### config.mk
export PLATFORM = sky130hd
export DESIGN_NAME = multicycle_controller
export DESIGN_NICKNAME = d
export VERILOG_FILES = /design/src/rtl/multicycle_controller.sv
export SDC_FILE = /design/constraint.sdc
export NUM_CORES = 1
export LEC_CHECK = 0
export CORE_UTILIZATION = 31
export CTS_CLUSTER_DIAMETER = 60
export DETAILED_ROUTE_END_ITERATION = 10
export GPL_ROUTABILITY_DRIVEN = 0
export PLACE_DENSITY = 0.68
export SYNTH_ARGS = -nofsm -noshare
export SYNTH_HDL_FRONTEND = slang
export SYNTH_SLANG_ARGS = --single-unit
### constraint.sdc
create_clock -name clk -period 3 [get_ports clk]
set_input_delay 0.6 -clock clk [delete_from_list [all_inputs] [get_ports clk]]
set_output_delay 0.6 -clock clk [all_outputs]
set_load 0.02 [all_outputs]
### src/rtl/multicycle_controller.sv
// multicycle_controller: sequencing FSM for the multicycle RV32I core.
// Walks each instruction through fetch/decode/execute/memory/writeback and
// drives the datapath mux selects and write enables from the current state.
// Optional feature macro: MEM_WAIT_EN (memory states stall on MemReady=0).
module multicycle_controller (
    input  logic       clk,
    input  logic       reset,
    input  logic [6:0] op,
    input  logic [2:0] funct3,
    input  logic       funct7b5,
    input  logic       Zero,
    input  logic       MemReady,
    output logic       PCWrite,
    output logic       AdrSrc,
    output logic       MemWrite,
    output logic       IRWrite,
    output logic       RegWrite,
    output logic [1:0] ResultSrc,
    output logic [1:0] ALUSrcA,
    output logic [1:0] ALUSrcB,
    output logic [1:0] ImmSrc,
    output logic [2:0] ALUControl,
    output logic [3:0] State,
    output logic       Retire
);

    typedef enum logic [3:0] {
        S_FETCH    = 4'd0,
        S_DECODE   = 4'd1,
        S_MEMADR   = 4'd2,
        S_MEMREAD  = 4'd3,
        S_MEMWB    = 4'd4,
        S_MEMWRITE = 4'd5,
        S_EXECUTER = 4'd6,
        S_EXECUTEI = 4'd7,
        S_ALUWB    = 4'd8,
        S_BEQ      = 4'd9,
        S_JAL      = 4'd10
    } state_t;

    localparam logic [6:0] OP_LOAD  = 7'b0000011;
    localparam logic [6:0] OP_STORE = 7'b0100011;
    localparam logic [6:0] OP_RTYPE = 7'b0110011;
    localparam logic [6:0] OP_ITYPE = 7'b0010011;
    localparam logic [6:0] OP_BEQ   = 7'b1100011;
    localparam logic [6:0] OP_JAL   = 7'b1101111;

    state_t     state;
    state_t     state_next;
    logic       mem_go;
    logic       pc_update;
    logic       branch;
    logic       adr_src;
    logic       mem_write;
    logic       ir_write;
    logic       reg_write;
    logic       retire;
    logic [1:0] result_src;
    logic [1:0] alu_src_a;
    logic [1:0] alu_src_b;
    logic [1:0] alu_op;

`ifdef MEM_WAIT_EN
    assign mem_go = MemReady;
`else
    // Handshake is ignored in this build; memory states always complete.
    logic unused_memready;
    assign unused_memready = MemReady;
    assign mem_go          = 1'b1;
`endif

    // State register with synchronous reset to FETCH.
    always_ff @(posedge clk) begin
        if (reset) state <= S_FETCH;
        else       state <= state_next;
    end

    // Next-state and per-state control decode.
    always_comb begin
        state_next = S_FETCH;
        pc_update  = 1'b0;
        branch     = 1'b0;
        adr_src    = 1'b0;
        mem_write  = 1'b0;
        ir_write   = 1'b0;
        reg_write  = 1'b0;
        retire     = 1'b0;
        result_src = 2'b00;
        alu_src_a  = 2'b00;
        alu_src_b  = 2'b00;
        alu_op     = 2'b00;
        case (state)
            S_FETCH: begin
                alu_src_b  = 2'b10;
                result_src = 2'b10;
                ir_write   = mem_go;
                pc_update  = mem_go;
                state_next = mem_go ? S_DECODE : S_FETCH;
            end
            S_DECODE: begin
                alu_src_a = 2'b01;
                alu_src_b = 2'b01;
                case (op)
                    OP_LOAD, OP_STORE: state_next = S_MEMADR;
                    OP_RTYPE:          state_next = S_EXECUTER;
                    OP_ITYPE:          state_next = S_EXECUTEI;
                    OP_BEQ:            state_next = S_BEQ;
                    OP_JAL:            state_next = S_JAL;
                    default:           state_next = S_FETCH;
                endcase
            end
            S_MEMADR: begin
                alu_src_a  = 2'b10;
                alu_src_b  = 2'b01;
                state_next = op[5] ? S_MEMWRITE : S_MEMREAD;
            end
            S_MEMREAD: begin
                adr_src    = 1'b1;
                state_next = mem_go ? S_MEMWB : S_MEMREAD;
            end
            S_MEMWB: begin
                result_src = 2'b01;
                reg_write  = 1'b1;
                retire     = 1'b1;
            end
            S_MEMWRITE: begin
                adr_src    = 1'b1;
                mem_write  = 1'b1;
                retire     = mem_go;
                state_next = mem_go ? S_FETCH : S_MEMWRITE;
            end
            S_EXECUTER: begin
                alu_src_a  = 2'b10;
                alu_op     = 2'b10;
                state_next = S_ALUWB;
            end
            S_EXECUTEI: begin
                alu_src_a  = 2'b10;
                alu_src_b  = 2'b01;
                alu_op     = 2'b10;
                state_next = S_ALUWB;
            end
            S_ALUWB: begin
                reg_write = 1'b1;
                retire    = 1'b1;
            end
            S_BEQ: begin
                alu_src_a = 2'b10;
                alu_op    = 2'b01;
                branch    = 1'b1;
                retire    = 1'b1;
            end
            S_JAL: begin
                alu_src_a  = 2'b01;
                alu_src_b  = 2'b10;
                pc_update  = 1'b1;
                state_next = S_ALUWB;
            end
            default: state_next = S_FETCH;
        endcase
    end

    // ALU operation decode from ALUOp and instruction fields.
    always_comb begin
        ALUControl = 3'b000;
        case (alu_op)
            2'b01: ALUControl = 3'b001;
            2'b10: begin
                case (funct3)
                    3'b000:  ALUControl = (op[5] & funct7b5) ? 3'b001 : 3'b000;
                    3'b010:  ALUControl = 3'b101;
                    3'b110:  ALUControl = 3'b011;
                    3'b111:  ALUControl = 3'b010;
                    default: ALUControl = 3'b000;
                endcase
            end
            default: ALUControl = 3'b000;
        endcase
    end

    // Immediate format select straight from the opcode.
    always_comb begin
        case (op)
            OP_STORE: ImmSrc = 2'b01;
            OP_BEQ:   ImmSrc = 2'b10;
            OP_JAL:   ImmSrc = 2'b11;
            default:  ImmSrc = 2'b00;
        endcase
    end

    // Write enables are suppressed for the whole time reset is high.
    assign PCWrite   = ~reset & (pc_update | (branch & Zero));
    assign IRWrite   = ~reset & ir_write;
    assign RegWrite  = ~reset & reg_write;
    assign MemWrite  = ~reset & mem_write;
    assign Retire    = ~reset & retire;
    assign AdrSrc    = adr_src;
    assign ResultSrc = result_src;
    assign ALUSrcA   = alu_src_a;
    assign ALUSrcB   = alu_src_b;
    assign State     = state;

endmodule

==> impl_metrics.json <==
{
  "status": "completed",
  "antenna_cells_inserted": 0,
  "cts_hold_repair.buffers": 0,
  "io_pins": 36,
  "floorplan.die.width_um": 46.1,
  "overflow": 0,
  "drc": 0,
  "cp_common_cell": "sky130_fd_sc_hd__clkdlybuf4s50_1",
  "grt_util_all_layers_pct": 16.8,
  "cts_tree": "done",
  "place.detailed.instances": 141,
  "timing.hold.ws_ps": 737,
  "numClockSinks": 4,
  "path_class": "in2out",
  "crit_path_cell_trace": "clkdlybuf4s50_1 -> and4bb_2 -> mux2i_1 -> nor3b_1 -> clkdlybuf4s50_1",
  "fin_worst_skew_ps": 2.47,
  "ys_warn_count": 0,
  "cts_inserted_buffers": 3,
  "largest_net_degree_at_the_start_of_global_routing": 18,
  "grt_pass1_wl_um": 2530,
  "via_count": 721,
  "die_height_um": 46.1,
  "dpl.hpwl_um": 1210,
  "critPathMaxStageDelay_ps": 630,
  "postCtsSetupBuffers": 0,
  "synth_async_sr_flop_share_pct": 0,
  "final_net_count": 138,
  "via_density": 5.01,
  "timing.hold.worst.class": "reg2reg",
  "finalWorstPathRequiredPeriod_ps": 2890,
  "worstHoldPathCells": 3,
  "synth_flop_cell": "sky130_fd_sc_hd__dfxtp_1",
  "number_of_flip_flops_in_the_largest_register": 4,
  "post_synth.cell_area_avg_sq_um": 7.34,
  "finalSetupViolCount": 0,
  "slew_headroom_pct": 80.1,
  "power.static_leakage_nw": 0.357,
  "grt_pass1_vias": 603,
  "ys_ff_latch": 4,
  "synth.cell_area_sq_um": 602,
  "floorplan.die_area_sq_mm": 0.00212,
  "clockRootBuffer": "sky130_fd_sc_hd__clkbuf_4",
  "cp_max_fo": 4,
  "worstSetupEndpointType": "primary output",
  "floorplan.initialDensity_pct": 34.1,
  "synth.lib_cells_used.distinct": 34,
  "cts.htree.levels": 1,
  "final-hold-violation-count": 0,
  "synth.yosys.seq_area_share_pct": 13.3,
  "cp_max_delay_cell": "sky130_fd_sc_hd__clkdlybuf4s50_1",
  "routed_wl_um": 1550,
  "antenna_found_initial": 0,
  "mostFrequentLayoutCell": "sky130_fd_sc_hd__clkdlybuf4s50_1",
  "worstMarginPinSlew_ps": 297,
  "cts_buffer_depth": 2,
  "rsz0062_at_grt": "false",
  "postRouteAntennaNets": 0,
  "cts_resized": 0,
  "most-common-layout-cells": "sky130_fd_sc_hd__clkdlybuf4s50_1 (34), sky130_fd_sc_hd__nor2b_1 (6), sky130_fd_sc_hd__nor2_1 (6)",
  "floorplan.core_area_sq_mm": 0.00176,
  "fmax_mhz": 346,
  "final-max-slew-violation-count": 0,
  "clkTransAtPathRegs_ps": 40,
  "worst_ep_required_time_ps": 2400,
  "final_layout_size_suffix_gt1_share_pct": 10.1,
  "max_cap_violations": 0,
  "non_filler_instances": 144,
  "cellPowerDensity_mw_per_mm2": 205,
  "synth_enable_flop_cells": 0,
  "synthCells": 82,
  "floorplan.rows": 15,
  "worstSetupStartpointType": "input port",
  "port-buffer-count": 34,
  "vdd_drop_max_v": 0.000114,
  "synth_to_final_area_change_pct": 66.9,
  "number_of_drc_violations_after_detailed_routing_iteration_0": 8,
  "route.detailed.wl_per_inst_um": 10.8,
  "synth_nets": 99,
  "timing.reg2reg.worst_path_depth": 4,
  "drt_first_pass_iters": 3,
  "timing.setup.tns_ps": 0,
  "cp_arrival_ps": 2290,
  "clk-insertion-delay-late_ps": 240,
  "min_period_over_period_pct": 96.3
}
[routing by layer]
layer | up-vias | GRT usage, % | routed length, um
met5 | - | 0 | 0
met4 | 0 | 7.06 | 0
met3 | 0 | 3.92 | 98
met2 | 25 | 27.3 | 753
met1 | 317 | 20.9 | 697
li1 | 379 | - | -
[cell type report]
cell class	count	area, sq um
Timing Repair Buffer	39	378
Multi-Input combinational cell	69	478
Fill cell	196	759
Sequential cell	4	80.1
Inverter	4	15.0
Tap cell	25	31.3
Clock buffer	3	22.5
[cell usage after synthesis (2+ instances only)]
cell                       count  area [sq um]
sky130_fd_sc_hd__a21oi_1       3          15.0
sky130_fd_sc_hd__buf_4         2          15.0
sky130_fd_sc_hd__o21ai_0       5          25.0
sky130_fd_sc_hd__buf_2         2          10.0
sky130_fd_sc_hd__a211oi_1      3          22.5
sky130_fd_sc_hd__or3_1         2          12.5
sky130_fd_sc_hd__nor2_1        6          22.5
sky130_fd_sc_hd__nor3b_1       5          37.5
sky130_fd_sc_hd__ha_1          2          25.0
sky130_fd_sc_hd__nor4_1        4          25.0
sky130_fd_sc_hd__nor2b_1       6          37.5
sky130_fd_sc_hd__xnor2_1       4          35.0
sky130_fd_sc_hd__nand2b_1      3          18.8
sky130_fd_sc_hd__nand2_1       5          18.8
sky130_fd_sc_hd__and3b_1       2          17.5
sky130_fd_sc_hd__dfxtp_1       4          80.1
sky130_fd_sc_hd__nor3_1        3          15.0
sky130_fd_sc_hd__inv_1         4          15.0
sky130_fd_sc_hd__mux2i_1       2          20.0
[worst max-delay path: cells and delay by family]
| kind | cells | cell delay [ps] |
|---|---|---|
| simple gates | 2 | 530 |
| mux | 1 | 80 |
| buf+inv | 2 | 1080 |
[metrics by stage]
stage                     power [mW]  setup slack, ps  utilization [%]  area, sq um
after floorplan               0.0969              345                -          602
after global placement         0.139              130             55.7          982
after detailed placement       0.140              105             55.7          982
after CTS                      0.211             97.8             57.0         1000
after global routing           0.218             28.7             57.0         1000
final                          0.206              111             57.0         1000
[worst paths after layout]
kind / startpoint / slack (ps) / end
worst min-delay path: State[3]$_SDFF_PP0_ / 740 / State[2]$_SDFF_PP0_
worst min register to register: State[3]$_SDFF_PP0_ / 740 / State[2]$_SDFF_PP0_
worst max register to register: State[1]$_SDFF_PP0_ / 1650 / State[0]$_SDFF_PP0_
worst max-delay path: op[2] / 110 / ImmSrc[0]
[report_power, final]
part,total [mW],internal (mW),leakage (nW),switching [mW]
Clock,0.0674,0.0448,0.0138,0.0226
Sequential,0.0554,0.0548,0.0326,0.000617
Combinational,0.0835,0.0462,0.310,0.0373
[logic make-up after synthesis]
family                   share of synthesized area (%)
AO/OA/AOI/OAI                                     16.2
XOR/XNOR                                          5.82
multiplexers                                      3.33
buffers and inverters                             7.27
flip-flops                                        13.3
AND/OR/NAND/NOR                                   49.9
adder cells (fa/ha/maj)                           4.16
Note: power is estimated with default switching activity, not from simulation.
